**src/rtl/tdc_pkg.sv**
```systemverilog
// Shared types and width defaults for the tapped-delay-line TDC: the chain, the controller,
// and the downstream histogram and calibration blocks all size their buses from this package.
package tdc_pkg;

  typedef enum logic [2:0] {
    StIdle,
    StClr,
    StArmed,
    StEncode,
    StDone
  } state_e;

  localparam int unsigned N_TAPS   = 32;
  localparam int unsigned COARSE_W = 16;

  // The fine code must hold every ones-count from 0 to n inclusive.
  function automatic int unsigned fine_w(input int unsigned n);
    return $clog2(n + 1);
  endfunction

endpackage

```
**src/rtl/tdl_thermo_encoder.sv**
```systemverilog
// Combinational thermometer-code analysis. It produces the ones-count of the code, flags a
// code that is not a clean run of ones from bit 0, and flags a fully saturated chain.
module tdl_thermo_encoder #(
  parameter int unsigned N      = 32,
  parameter int unsigned FINE_W = 6
) (
  input  logic [N-1:0]      code_i,
  output logic [FINE_W-1:0] fine_o,
  output logic              bubble_o,
  output logic              saturated_o
);

  localparam logic [N-1:0] One = N'(1);

  logic [N-1:0] plus1;

  always_comb begin
    fine_o = '0;
    for (int i = 0; i < int'(N); i++) begin
      fine_o = fine_o + FINE_W'(code_i[i]);
    end
  end

  // Adding one to a clean thermometer code clears every set bit, so the AND is zero.
  assign plus1       = code_i + One;
  assign bubble_o    = |(code_i & plus1);
  assign saturated_o = code_i[N-1];

endmodule

```
**src/rtl/tdl_tdc_controller.sv**
```systemverilog
// Measurement sequencer for the carry-chain TDC. It clears and arms the chain, captures the
// first hit or a timeout, encodes the frozen snapshot, and holds the timestamp until it is taken.
module tdl_tdc_controller
  import tdc_pkg::*;
#(
  parameter int unsigned N        = tdc_pkg::N_TAPS,
  parameter int unsigned COARSE_W = tdc_pkg::COARSE_W,
  parameter int unsigned FINE_W   = tdc_pkg::fine_w(N),
  parameter int unsigned TIMEOUT  = 1024
) (
  input  logic                clk,
  input  logic                clear,
  input  logic                arm,
  input  logic                abort,
  input  logic                cfg_continuous,
  input  logic [N-1:0]        chain_regout,
  output logic                chain_enable,
  output logic                chain_clear,
  output logic                busy,
  output logic                ts_valid,
  input  logic                ts_ready,
  output logic [COARSE_W-1:0] ts_coarse,
  output logic [FINE_W-1:0]   ts_fine,
  output logic                ts_timeout,
  output logic                ts_bubble,
  output logic                ts_saturated
);

  localparam int unsigned  TcW    = (TIMEOUT > 1) ? $clog2(TIMEOUT) : 1;
  localparam logic [TcW-1:0] TcLast = TcW'(TIMEOUT - 1);

  state_e              state_q, state_d;
  logic [COARSE_W-1:0] coarse_q;
  logic [COARSE_W-1:0] cap_coarse_q, cap_coarse_d;
  logic [TcW-1:0]      tcnt_q, tcnt_d;
  logic [N-1:0]        code_q, code_d;
  logic                to_flag_q, to_flag_d;

  logic [FINE_W-1:0]   enc_fine;
  logic                enc_bubble;
  logic                enc_sat;

  tdl_thermo_encoder #(
    .N      (N),
    .FINE_W (FINE_W)
  ) u_enc (
    .code_i      (code_q),
    .fine_o      (enc_fine),
    .bubble_o    (enc_bubble),
    .saturated_o (enc_sat)
  );

  always_comb begin
    state_d      = state_q;
    tcnt_d       = tcnt_q;
    code_d       = code_q;
    cap_coarse_d = cap_coarse_q;
    to_flag_d    = to_flag_q;
    case (state_q)
      StIdle: begin
        if (arm) state_d = StClr;
      end
      StClr: begin
        tcnt_d    = '0;
        to_flag_d = 1'b0;
        state_d   = StArmed;
      end
      StArmed: begin
        // A hit in the same cycle as the last timeout count still counts as a hit.
        if (chain_regout[0]) begin
          code_d       = chain_regout;
          cap_coarse_d = coarse_q;
          to_flag_d    = 1'b0;
          state_d      = StEncode;
        end else if (tcnt_q == TcLast) begin
          code_d       = '0;
          cap_coarse_d = coarse_q;
          to_flag_d    = 1'b1;
          state_d      = StEncode;
        end else begin
          tcnt_d = tcnt_q + 1'b1;
        end
      end
      StEncode: begin
        state_d = StDone;
      end
      StDone: begin
        if (ts_ready) state_d = cfg_continuous ? StClr : StIdle;
      end
      default: begin
        state_d = StIdle;
      end
    endcase
    if (abort && (state_q != StIdle)) state_d = StIdle;
  end

  always_ff @(posedge clk) begin
    if (clear) begin
      state_q      <= StIdle;
      coarse_q     <= '0;
      cap_coarse_q <= '0;
      tcnt_q       <= '0;
      code_q       <= '0;
      to_flag_q    <= 1'b0;
      ts_coarse    <= '0;
      ts_fine      <= '0;
      ts_timeout   <= 1'b0;
      ts_bubble    <= 1'b0;
      ts_saturated <= 1'b0;
    end else begin
      state_q      <= state_d;
      coarse_q     <= coarse_q + 1'b1;
      cap_coarse_q <= cap_coarse_d;
      tcnt_q       <= tcnt_d;
      code_q       <= code_d;
      to_flag_q    <= to_flag_d;
      if (state_q == StEncode) begin
        ts_coarse    <= cap_coarse_q;
        ts_fine      <= enc_fine;
        ts_timeout   <= to_flag_q;
        ts_bubble    <= enc_bubble;
        ts_saturated <= enc_sat;
      end
    end
  end

  assign chain_clear  = clear | (state_q == StClr);
  assign chain_enable = (state_q == StClr) | (state_q == StArmed);
  assign busy         = (state_q != StIdle);
  assign ts_valid     = (state_q == StDone);

endmodule

```
**config.mk**
```make
export PLATFORM = sky130hd
export DESIGN_NAME = tdl_tdc_controller
export DESIGN_NICKNAME = d
export VERILOG_FILES = /design/src/rtl/tdc_pkg.sv /design/src/rtl/tdl_thermo_encoder.sv /design/src/rtl/tdl_tdc_controller.sv
export SDC_FILE = /design/constraint.sdc
export NUM_CORES = 1
export LEC_CHECK = 0
export ABC_AREA = 1
export CORE_UTILIZATION = 56
export CTS_CLUSTER_SIZE = 10
export DETAILED_ROUTE_END_ITERATION = 7
export PLACE_DENSITY = 0.8
export REMOVE_ABC_BUFFERS = 1
export SLEW_MARGIN = 40
export SYNTH_ARGS = -nofsm -noshare
export SYNTH_HDL_FRONTEND = slang
export SYNTH_SLANG_ARGS = --single-unit
```
**constraint.sdc**
```tcl
create_clock -name clk -period 6.5 [get_ports clk]
set_input_delay 1.3 -clock clk [delete_from_list [all_inputs] [get_ports clk]]
set_output_delay 1.3 -clock clk [all_outputs]
set_load 0.05 [all_outputs]
```
**Yosys cells after proc, flatten, opt, wreduce, memory -nomap -nowiden**

Index checks and enable logic that the tools add are counted.

- Logic and storage cells: 85
- Flip-flop bits (word level): 103
- Output and inout port bits: 29
- Input bits: 38

- Multiplexer cells: 16
- Add/subtract/negate cells: 34
- Equality and inequality tests: 10
- Reductions and logical operators: 11
- Bitwise operators: 3

Operators with widths:

| cell | number |
|---|---|
| adder 6 x 1 -> 6 bit | 30 |
| 2-to-1 mux 32 bit | 2 |
| adder 32 x 1 -> 32 bit (second input constant) | 1 |
| AND 32 bit | 1 |
| 2-to-1 mux 16 bit | 2 |
| OR reduction 32 bit | 1 |
| 2-to-1 mux 10 bit | 2 |
| case mux 10 bit (2 select lines) | 1 |
| adder 16 x 1 -> 16 bit (second input constant) | 1 |
| case mux 3 bit (5 select lines) | 1 |
| 2-to-1 mux 3 bit | 4 |
| adder 10 x 1 -> 10 bit (second input constant) | 1 |
| equality test 10 bit (second input constant) | 1 |
| equality test 3 x 2 -> 1 bit (second input constant) | 2 |
| != test 2 bit (second input constant) | 3 |
| AND reduction 3 bit | 2 |
| AND reduction 2 bit | 2 |
| nonzero test 2 bit | 2 |
| equality test 3 x 1 -> 1 bit (second input constant) | 1 |
| equality test 3 bit (second input constant) | 1 |
| logical NOT 3 bit | 1 |
| 2-to-1 mux 1 bit | 3 |
| != test 3 bit (second input constant) | 1 |
| nonzero test 3 bit | 1 |
| 6 further kinds | 7 |

**Logic depth before layout (Yosys ltp)**

Gate-level depths: netlist (run 1).

- Depth after elaboration: 31
- Mapped depth: 19
- Depth with buffers taken out: 19

**Cells and area by module**

From an unflattened synthesis (run 1), not the netlist that was laid out.

- Cell total of the unflattened synthesis: 800
- Area total of the unflattened synthesis: 5564.1 um2

Modules (own cells, without submodules):

| module | times used | area each (um2) | cells each | seq. area each (um2) |
|---|---|---|---|---|
| tdl_tdc_controller | 1 | 4008.8 | 535 | 2062.0 |
| tdl_thermo_encoder | 1 | 1555.2 | 265 | 0.0 |

**Worst setup path before layout (run 1)**

OpenSTA, ideal clock, no wires.

- Path type: register to register
- From: reg code_q[0]
- To: reg ts_fine[4]
- Path buffers: 0
- Path slack: 1640 ps
- Data required time: 6430 ps
- Library setup time: 70 ps
- Cell stages (with the launch flop): 16
- Clock period less this slack: 4860 ps
- Arrival time: 4789 ps
- Path through: dfxtp_1 > inv_1 > ha_1 > fa_1 > fa_1 > fa_1 > fa_1 > fa_1 > fa_1 > fa_1 > fa_1 > nor2_1 > a211oi_1 > xnor2_1 > nand2_1 > a21oi_1

- Cells in the longest elaborated chain, start to end: 31

Ends and longest elaborated chain:

| item | line | source |
|---|---|---|
| start: declaration | tdl_tdc_controller.sv:36 | `logic [N-1:0] code_q, code_d;` |
| start signal: assignment | tdl_tdc_controller.sv:115 | `code_q <= code_d;` |
| adder 1 x 1 -> 2 bit | tdl_thermo_encoder.sv:20 | `fine_o = fine_o + FINE_W'(code_i[i]);` |
| adder 6 x 1 -> 6 bit (30 in a row) | tdl_thermo_encoder.sv:20 |  |
| end signal: assignment | tdl_tdc_controller.sv:119 | `ts_fine <= enc_fine;` |
| end: declaration | tdl_tdc_controller.sv:23 | `output logic [FINE_W-1:0] ts_fine,` |

Every way passes these cells.
A chain may end at the register's enable or synchronous reset.

**Worst setup path after layout (run 1)**

Same ends and word-level chain as after synthesis.

==> results.sh, run 1 <==
export IMPL_r2r_start="code_q[0]"
export IMPL_core_um2=9328
export IMPL_grt_max_degree=52
export IMPL_clock_latency_ns=0.38
export IMPL_finalClockSkew_ns=0.01019
export IMPL_final_common_cell="nand2_1"
export IMPL_synth_top_family_by_area="simple AND/OR/NAND/NOR gates"
export IMPL_timing_final_crit_period_ns=5.166
export IMPL_yosys_top_cells_area="dfxtp_1, nand2_1, nor2_1"
export IMPL_drv_cap=0
export IMPL_grt_pass1_wl_um=21070
export IMPL_nNetsFinal=898
export IMPL_initial_core_util_pct=58.11
export IMPL_setup_viol=0
export IMPL_critPathBufInv=1
export IMPL_status="complete, no violations"
export IMPL_min_path_type="register to register"
export IMPL_drt_iter0_drc=199
export IMPL_total_power_mw=1.527
export IMPL_num_antenna_cells=0
export IMPL_antenna_found_initial=0
export IMPL_avgSynthCellArea_um2=7.058
export IMPL_drive_gt1_share_pct=4.458
export IMPL_yosysTopAreaCell="dfxtp_1"
export IMPL_gp_congestion=0.9213
export IMPL_drc=0
export IMPL_viasPerCell=5.132
export IMPL_num_io_pins=67
export IMPL_firstDrtPassIters=5
export IMPL_synth_edff_count=0
export IMPL_final_max_slew_viol_count=0
export IMPL_synth_yosys_seq_area_share_pct=38.04
export IMPL_hold_path_startpoint="to_flag_q"
export IMPL_path_clk_slew_ns=0.10
export IMPL_synth_top_area_share_pct=38.04
export IMPL_post_synth_fa_ha_maj_area_fraction_pct=11.40
export IMPL_slew_headroom_pct=55.47
export IMPL_rsz0062_at_grt="false"
export IMPL_cts_sinks=103
export IMPL_htree_levels=3
export IMPL_ys_ff_latch=103
export IMPL_critPathKind="register to register"
export IMPL_cp_top_family="adder cells"
export IMPL_postCtsSetupRepairBufs=0
export IMPL_cts_buffers=9
export IMPL_crit_path_frequent_cell="fa_1"
export IMPL_synthMuxAreaShare_pct=0
export IMPL_fin_ws_ns=1.334
export IMPL_synth_xor_area_share_pct=1.616
export IMPL_worst_pin_slew_ns=0.6669
export IMPL_cts_hold_buf=0
export IMPL_ant_nets=0
export IMPL_final_area_um2=6394
export IMPL_path_cells="inv_1 > ha_1 > fa_1 > fa_1 > fa_1 > fa_1 > fa_1 > fa_1 > fa_1 > fa_1 > nor2_1 > a211oi_1 > xnor2_1 > nand2_1 > a21oi_1"
export IMPL_stdcell_count=959
export IMPL_start_kind="register"
export IMPL_regArea_um2=2062
export IMPL_synth_compound_area_share_pct=11.10
export IMPL_crit_fanout=4
export IMPL_worstPathRequired_ns=6.81
export IMPL_routed_wl_um=12430
export IMPL_synthSimpleGateAreaFrac_pct=28.95
export IMPL_fill_cells=790
export IMPL_mostFrequentLayoutCells="nand2_1, nor2_1, dfxtp_1"
export IMPL_placed_cells=943
export IMPL_vias=4922
export IMPL_grt_total_usage_pct=26.35
export IMPL_clockRootBuffer="clkbuf_8"
export IMPL_fin_crit_sh_pct=79.48
export IMPL_io_buffer_count=66
export IMPL_cts_tree="done"
export IMPL_clockBufferDepth=2
export IMPL_leakage_nw=2.537
export IMPL_multiInputGateArea_um2=2879
export IMPL_grt_overflow_total=0
export IMPL_dp_hpwl_um=9173
export IMPL_syn_to_final_growth_pct=17.96
export IMPL_async_flop_share_pct=0
export IMPL_grt_pass1_vias=4583
export IMPL_die_h_um=100.4
export IMPL_syn_inst=768
export IMPL_hold_viol_final=0
export IMPL_startpoint="code_q[0]"
export IMPL_wl_per_cell_um=12.96
export IMPL_post_cts_resized=0
export IMPL_die_width_um=100.4
export IMPL_synth_top_flop_cell="dfxtp_1"
export IMPL_die_area_um2=10080
export IMPL_slowest_delay_ns=0.55
export IMPL_rows=35
export IMPL_post_dp_cell_area_um2=6172
export IMPL_arrival_ns=5.48
export IMPL_irDropWorstVdd_mv=0.1791
export IMPL_fmax_mhz=193.6
export IMPL_slowest_stage="fa_1"
export IMPL_finalSetupTns_ns=0
export IMPL_yosys_warnings=0
export IMPL_power_density_nw_per_um2=238.9
export IMPL_synth_distinct_cells=33
export IMPL_synth_area_um2=5420
export IMPL_cp_end_kind="register"
export IMPL_place_ws_ns=1.385
[final cells by class]
cell class | count | share of cell area (%)
timing repair buffer | 70 | 11.08
sequential | 103 | 32.25
tap | 129 | 2.524
inverter | 96 | 5.656
clock inverter | 6 | 1.311
clock buffer | 10 | 2.153
multi-input combinational | 545 | 45.03
[Yosys cell counts, types with 3 or more instances]
master	count
buf_6	3
nand2_2	3
nand2_1	186
o211ai_1	3
buf_1	4
nor3_1	11
ha_1	11
dfxtp_1	103
a21oi_1	55
xor2_1	9
fa_1	24
inv_1	94
nand4_1	5
clkbuf_1	11
o21ai_0	55
nor2_4	4
nand3_1	13
buf_2	6
nor2_1	150
[worst paths after layout]
path	slack, ns	to	cells after the start
max	1.33	ts_fine[4]	15
max reg2reg	1.33	ts_fine[4]	15
min	0.47	ts_timeout	2
min reg2reg	0.47	ts_timeout	2
[logic make-up after synthesis]
family,after synthesis
xor+xnor,10
buf+inv,120
flops,103
compound gates,117
fa+ha+maj,35
simple gates,383
[routing by layer]
layer | share of wire [%] | vias to the layer above | track usage, % | wire, um
met5 | 0 | - | 0 | 0
met4 | 1.4 | 0 | 7.804 | 177
met3 | 5.5 | 15 | 5.223 | 681
met2 | 47 | 116 | 42.68 | 5796
met1 | 46 | 2296 | 35.73 | 5775
li1 | - | 2495 | - | -
[power breakdown]
part           switching (mW)  total [mW]  leakage, nW  internal, mW
logic                   0.235       0.378         1.59         0.143
clock network           0.241       0.440        0.113         0.199
registers              0.0361       0.710        0.833         0.673
[sequential cells by signal, summed over array words and instances (netlist names)]
signal        flops
ts_saturated      1
to_flag_q         1
ts_fine           6
ts_coarse        16
state_q           3
coarse_q         16
ts_timeout        1
code_q           32
ts_bubble         1
tcnt_q           10
cap_coarse_q     16
[worst reg2reg max path: cells and delay by family, from the launching register on]
kind | cells | cell delay, ns
XOR/XNOR | 1 | 0.20
buffers and inverters | 1 | 0.06
AND/OR/NAND/NOR | 2 | 0.21
adder cells (fa/ha/maj) | 9 | 4.05
flip-flops | 1 | 0.39
AO/OA/AOI/OAI | 2 | 0.20
[stage by stage]
| step | utilization [%] | hold slack, ns |
|---|---|---|
| after floorplan | - | 0.4270 |
| after global placement | 65.88 | 0.4445 |
| after detailed placement | 66.17 | 0.4502 |
| after CTS | 68.54 | 0.4657 |
| after global routing | 68.54 | 0.4989 |
| final | 68.54 | 0.4656 |
Note: power is estimated with default switching activity, not from simulation.
==> run 2: changes to the inputs <==
- CORE_UTILIZATION: 56 -> 51
- PLACE_DENSITY: 0.8 -> 0.77
- clock period: 6.5 -> 4.65 ns (I/O delays scaled with it)
==> results.sh, run 2 (synthesis results as in run 1) <==
export IMPL_crit_path_frequent_cell="fa_1"
export IMPL_dp_hpwl_um=9782
export IMPL_power_density_nw_per_um2=328.1
export IMPL_fin_crit_sh_pct=103.1
export IMPL_drive_gt1_share_pct=8.431
export IMPL_irDropWorstVdd_mv=0.2704
export IMPL_critPathKind="register to register"
export IMPL_die_h_um=105.1
export IMPL_start_kind="register"
export IMPL_path_clk_slew_ns=0.10
export IMPL_grt_pass1_wl_um=22830
export IMPL_die_width_um=105.1
export IMPL_grt_overflow_total=0
export IMPL_clockBufferDepth=2
export IMPL_failed_checks="setup timing"
export IMPL_cts_hold_buf=0
export IMPL_cts_buffers=9
export IMPL_slew_headroom_pct=51.46
export IMPL_top_register="code_q"
export IMPL_arrival_ns=5.12
export IMPL_rows=37
export IMPL_io_buffer_count=66
export IMPL_vias=5059
export IMPL_worstPathRequired_ns=4.97
export IMPL_mostFrequentLayoutCells="nand2_1, nor2_1, dfxtp_1"
export IMPL_worst_pin_slew_ns=0.7274
export IMPL_wl_met3_um=675
export IMPL_htree_levels=3
export IMPL_die_area_um2=11040
export IMPL_ant_nets=0
export IMPL_finalClockSkew_ns=0.009719
export IMPL_viasPerCell=5.110
export IMPL_syn_to_final_growth_pct=21.93
export IMPL_largest_register_ffs=32
export IMPL_status="finished with violations"
export IMPL_min_path_type="register to register"
export IMPL_fmax_mhz=208.5
export IMPL_wl_per_cell_um=13.44
export IMPL_cts_tree="done"
export IMPL_gp_congestion=0.9236
export IMPL_final_common_cell="nand2_1"
export IMPL_wl_met1_um=6015
export IMPL_finalSetupTns_ns=-0.3334
export IMPL_initial_core_util_pct=52.50
export IMPL_slowest_delay_ns=0.55
export IMPL_nNetsFinal=922
export IMPL_setup_viol=4
export IMPL_core_um2=10320
export IMPL_final_max_slew_viol_count=0
export IMPL_route_top_layer_used="met4"
export IMPL_clockRootBuffer="clkbuf_8"
export IMPL_cp_end_kind="register"
export IMPL_hold_viol_final=0
export IMPL_cts_sinks=103
export IMPL_routed_wl_um=13300
export IMPL_firstDrtPassIters=7
export IMPL_drc=0
export IMPL_antenna_found_initial=0
export IMPL_fin_ws_ns=-0.1461
export IMPL_wl_met2_um=6339
export IMPL_slowest_stage="fa_2"
export IMPL_crit_fanout=2
export IMPL_grt_max_degree=51
export IMPL_drv_cap=0
export IMPL_grt_total_usage_pct=25.82
export IMPL_fill_cells=945
export IMPL_path_cells="inv_2 > ha_4 > fa_1 > fa_2 > fa_1 > fa_1 > fa_1 > fa_1 > fa_2 > fa_2 > nor2_4 > a211oi_2 > xnor2_1 > nand2_1 > a21oi_2"
export IMPL_place_ws_ns=-0.4230
export IMPL_timing_final_crit_period_ns=4.796
export IMPL_grt_pass1_vias=4958
export IMPL_num_io_pins=67
export IMPL_leakage_nw=2.652
export IMPL_num_antenna_cells=0
export IMPL_clock_latency_ns=0.39
export IMPL_rsz0062_at_grt="true"
export IMPL_drt_iter0_drc=219
-- run 2: cell count changes in the layout (fill, tap and decap cells not counted), moves of 2 or more --
cell and change:
dfxtp_1 -2, buf_4 +23, dfxtp_2 +2, a211oi_1 -2, fa_2 +4, a211oi_2 +2
fa_1 -4
-- run 2: per-layer routing --
metal  vias to the layer above  GRT usage [%]
met5                         -              0
met4                         0          8.048
met3                        27          6.862
met2                       105          42.76
met1                      2383          32.79
li1                       2544              -
-- run 2: path summary, 6_finish.rpt --
check,from,endpoint,slack [ns],depth (start not counted)
setup reg to reg,code_q[0],ts_fine[4],-0.15,15
hold / removal,to_flag_q,ts_timeout,0.47,2
hold reg to reg,to_flag_q,ts_timeout,0.47,2
setup / recovery,code_q[0],ts_fine[4],-0.15,15
-- run 2: cell type report --
class	count	area (um2)	share of cell area [%]
repair buffers	94	884.6	13.39
flip-flops and latches	103	2064	31.24
multi-input cells	545	2923	44.23
inverters	96	361.6	5.471
clock buffers	11	141.4	2.139
well taps	136	170.2	2.575
clock inverters	5	63.81	0.9655
-- run 2: through the flow --
| stage | util [%] | hold slack [ns] | instance area, um2 | instances | power (mW) |
|---|---|---|---|---|---|
| 6_report | 64.02 | 0.4722 | 6609 | 990 | 2.168 |
| 5_1_grt | 64.02 | 0.5058 | 6609 | 990 | 2.289 |
| 4_1_cts | 64.05 | 0.4756 | 6613 | 991 | 2.190 |
| 2_1_floorplan | - | 0.4270 | 5300 | 744 | 1.366 |
| 3_3_place_gp | 61.40 | 0.4417 | 6339 | 972 | 1.559 |
| 3_5_place_dp | 61.40 | 0.4556 | 6339 | 972 | 1.583 |
-- run 2: worst max-delay path, delay by kind of cell, from the launching register on --
family / cells / cell delay [ns]
buf+inv: 1 / 0.05
simple gates: 2 / 0.18
fa+ha+maj: 9 / 3.83
flops: 1 / 0.35
xor+xnor: 1 / 0.15
compound gates: 2 / 0.17
-- run 2: timing repair --
item	in CTS	in global routing
buffers inserted	3	0
gates resized for setup	14	3
setup endpoints to repair	5	5
pin swaps	7	2
-- run 2: where the power goes --
| part | switching (mW) | internal, mW |
|---|---|---|
| logic | 0.354 | 0.230 |
| registers | 0.0446 | 0.941 |
| clock network | 0.328 | 0.271 |
| total | 0.726 | 1.44 |
==> run 3: changes to the inputs <==
- ABC_CLOCK_PERIOD_IN_PS: default -> 4650
- CORE_UTILIZATION: 51 -> 52
- CTS_BUF_LIST: default -> sky130_fd_sc_hd__clkbuf_4
- PLACE_DENSITY: 0.77 -> 0.78
==> results.sh, run 3 (synthesis results as in run 1) <==
export IMPL_status="finished with violations"
export IMPL_failed_checks="setup timing"
export IMPL_dp_hpwl_um=9470
export IMPL_grt_pass1_vias=4926
export IMPL_syn_to_final_growth_pct=21.38
export IMPL_cts_hold_buf=0
export IMPL_die_area_um2=10840
export IMPL_path_clk_slew_ns=0.17
export IMPL_vias=4984
export IMPL_initial_core_util_pct=54.45
export IMPL_slew_headroom_pct=59.59
export IMPL_cp_top_family="adder cells"
export IMPL_grt_max_degree=51
export IMPL_largest_register_ffs=32
export IMPL_viasPerCell=5.039
export IMPL_grt_pass1_wl_um=22380
export IMPL_gp_congestion=0.9445
export IMPL_worstPathRequired_ns=5.07
export IMPL_num_io_pins=67
export IMPL_final_max_slew_viol_count=0
export IMPL_irDropWorstVdd_mv=0.2670
export IMPL_clock_latency_ns=0.52
export IMPL_drive_gt1_share_pct=8.762
export IMPL_htree_levels=3
export IMPL_io_buffer_count=66
export IMPL_path_depth=13
export IMPL_core_um2=9955
export IMPL_final_common_cell="nand2_1"
export IMPL_firstDrtPassIters=5
export IMPL_antenna_found_initial=0
export IMPL_rsz0062_at_grt="true"
export IMPL_drv_cap=0
export IMPL_critPathBufInv=2
export IMPL_r2r_setup_slack_ns=-0.23
export IMPL_crit_fanout=2
export IMPL_timing_final_crit_period_ns=4.881
export IMPL_rows=36
export IMPL_mostFrequentLayoutCells="nand2_1, nor2_1, dfxtp_1"
export IMPL_final_util_pct=66.09
export IMPL_slowest_delay_ns=0.53
export IMPL_min_path_type="register to register"
export IMPL_finalClockSkew_ns=0.02817
export IMPL_path_cells="ha_4 > fa_1 > fa_1 > fa_1 > fa_1 > fa_1 > fa_1 > fa_2 > fa_2 > buf_4 > buf_6 > xor2_1 > a21oi_1"
export IMPL_fin_ws_ns=-0.2310
export IMPL_start_kind="register"
export IMPL_placed_cells=969
export IMPL_cts_buffers=9
export IMPL_setup_viol=4
export IMPL_worst_pin_slew_ns=0.6055
export IMPL_routed_wl_um=12950
export IMPL_clockBufferDepth=2
export IMPL_hold_viol_final=0
export IMPL_clockRootBuffer="clkbuf_4"
export IMPL_power_density_nw_per_um2=314.5
export IMPL_slowest_stage="fa_1"
export IMPL_die_h_um=104.1
export IMPL_cts_sinks=103
export IMPL_ant_nets=0
export IMPL_crit_path_frequent_cell="fa_1"
export IMPL_grt_total_usage_pct=25.69
export IMPL_top_register="code_q"
export IMPL_fmax_mhz=204.9
export IMPL_cp_end_kind="register"
export IMPL_die_width_um=104.1
export IMPL_critPathKind="register to register"
export IMPL_drt_iter0_drc=278
export IMPL_drc=0
export IMPL_wl_per_cell_um=13.10
export IMPL_cts_tree="done"
export IMPL_hold_path_depth=2
export IMPL_grt_overflow_total=0
export IMPL_fin_crit_sh_pct=105.0
export IMPL_num_antenna_cells=0
export IMPL_worst_r2r_cell_count=13
export IMPL_stdcell_count=989
export IMPL_leakage_nw=2.630
export IMPL_arrival_ns=5.30
export IMPL_nNetsFinal=924
==> run 3: cell types whose count changed in the layout (fill, tap and decap cells not counted), moves of 2 or more <==
cell	before	now
clkbuf_8	10	0
clkbuf_4	0	9
buf_4	27	29
inv_6	2	0
nor2_2	3	5
clkinv_8	0	3
==> run 3: path summary, 6_finish.rpt <==
path | startpoint | to
worst max-delay path | code_q[1] | ts_fine[2]
worst min-delay path | to_flag_q | ts_timeout
worst max register to register | code_q[1] | ts_fine[2]
worst min register to register | to_flag_q | ts_timeout
==> run 3: tightest hold or removal path, stage by stage (launching register included) <==
cell	delay, ns
dfxtp_1	0.33
inv_1	0.06
a21oi_1	0.06
==> run 3: cell type report <==
cell class	instances	area, um2
timing repair buffer	96	899.6
clock inverter	7	87.58
fill	903	3376
sequential	103	2063
inverter	96	361.6
clock buffer	9	67.56
multi-input combinational	545	2933
tap	133	166.4
==> run 3: metrics by stage <==
stage	area (um2)	setup TNS, ns	hold slack (ns)	setup slack [ns]	total power [mW]
floorplan	5300	-0.5589	0.4270	-0.2415	1.366
global placement	6335	-0.8060	0.4410	-0.2624	1.550
detailed placement	6335	-1.491	0.4488	-0.4108	1.583
CTS	6535	-1.227	0.4708	-0.3578	2.084
global route	6579	-1.458	0.4977	-0.3855	2.184
finish	6579	-0.7343	0.4703	-0.2310	2.069
==> run 3: power breakdown <==
part	internal (mW)	total, mW	switching, mW
clock network	0.131	0.483	0.352
registers	0.943	0.986	0.0437
logic	0.239	0.599	0.360
total	1.31	2.07	0.756
==> run 3: timing repair <==
action                                  in CTS  in global routing
endpoints found under the setup margin       5                  5
setup buffers                                2                  2
gates resized for setup                      9                  6
pin swaps                                   11                 10
==> run 3: metal layers <==
layer	up-vias	track usage (%)	share of wire [%]
li1	2546	-	-
met1	2294	32.84	46
met2	124	42.57	47
met3	20	5.075	4.8
met4	0	10.31	2.1
met5	-	0	0
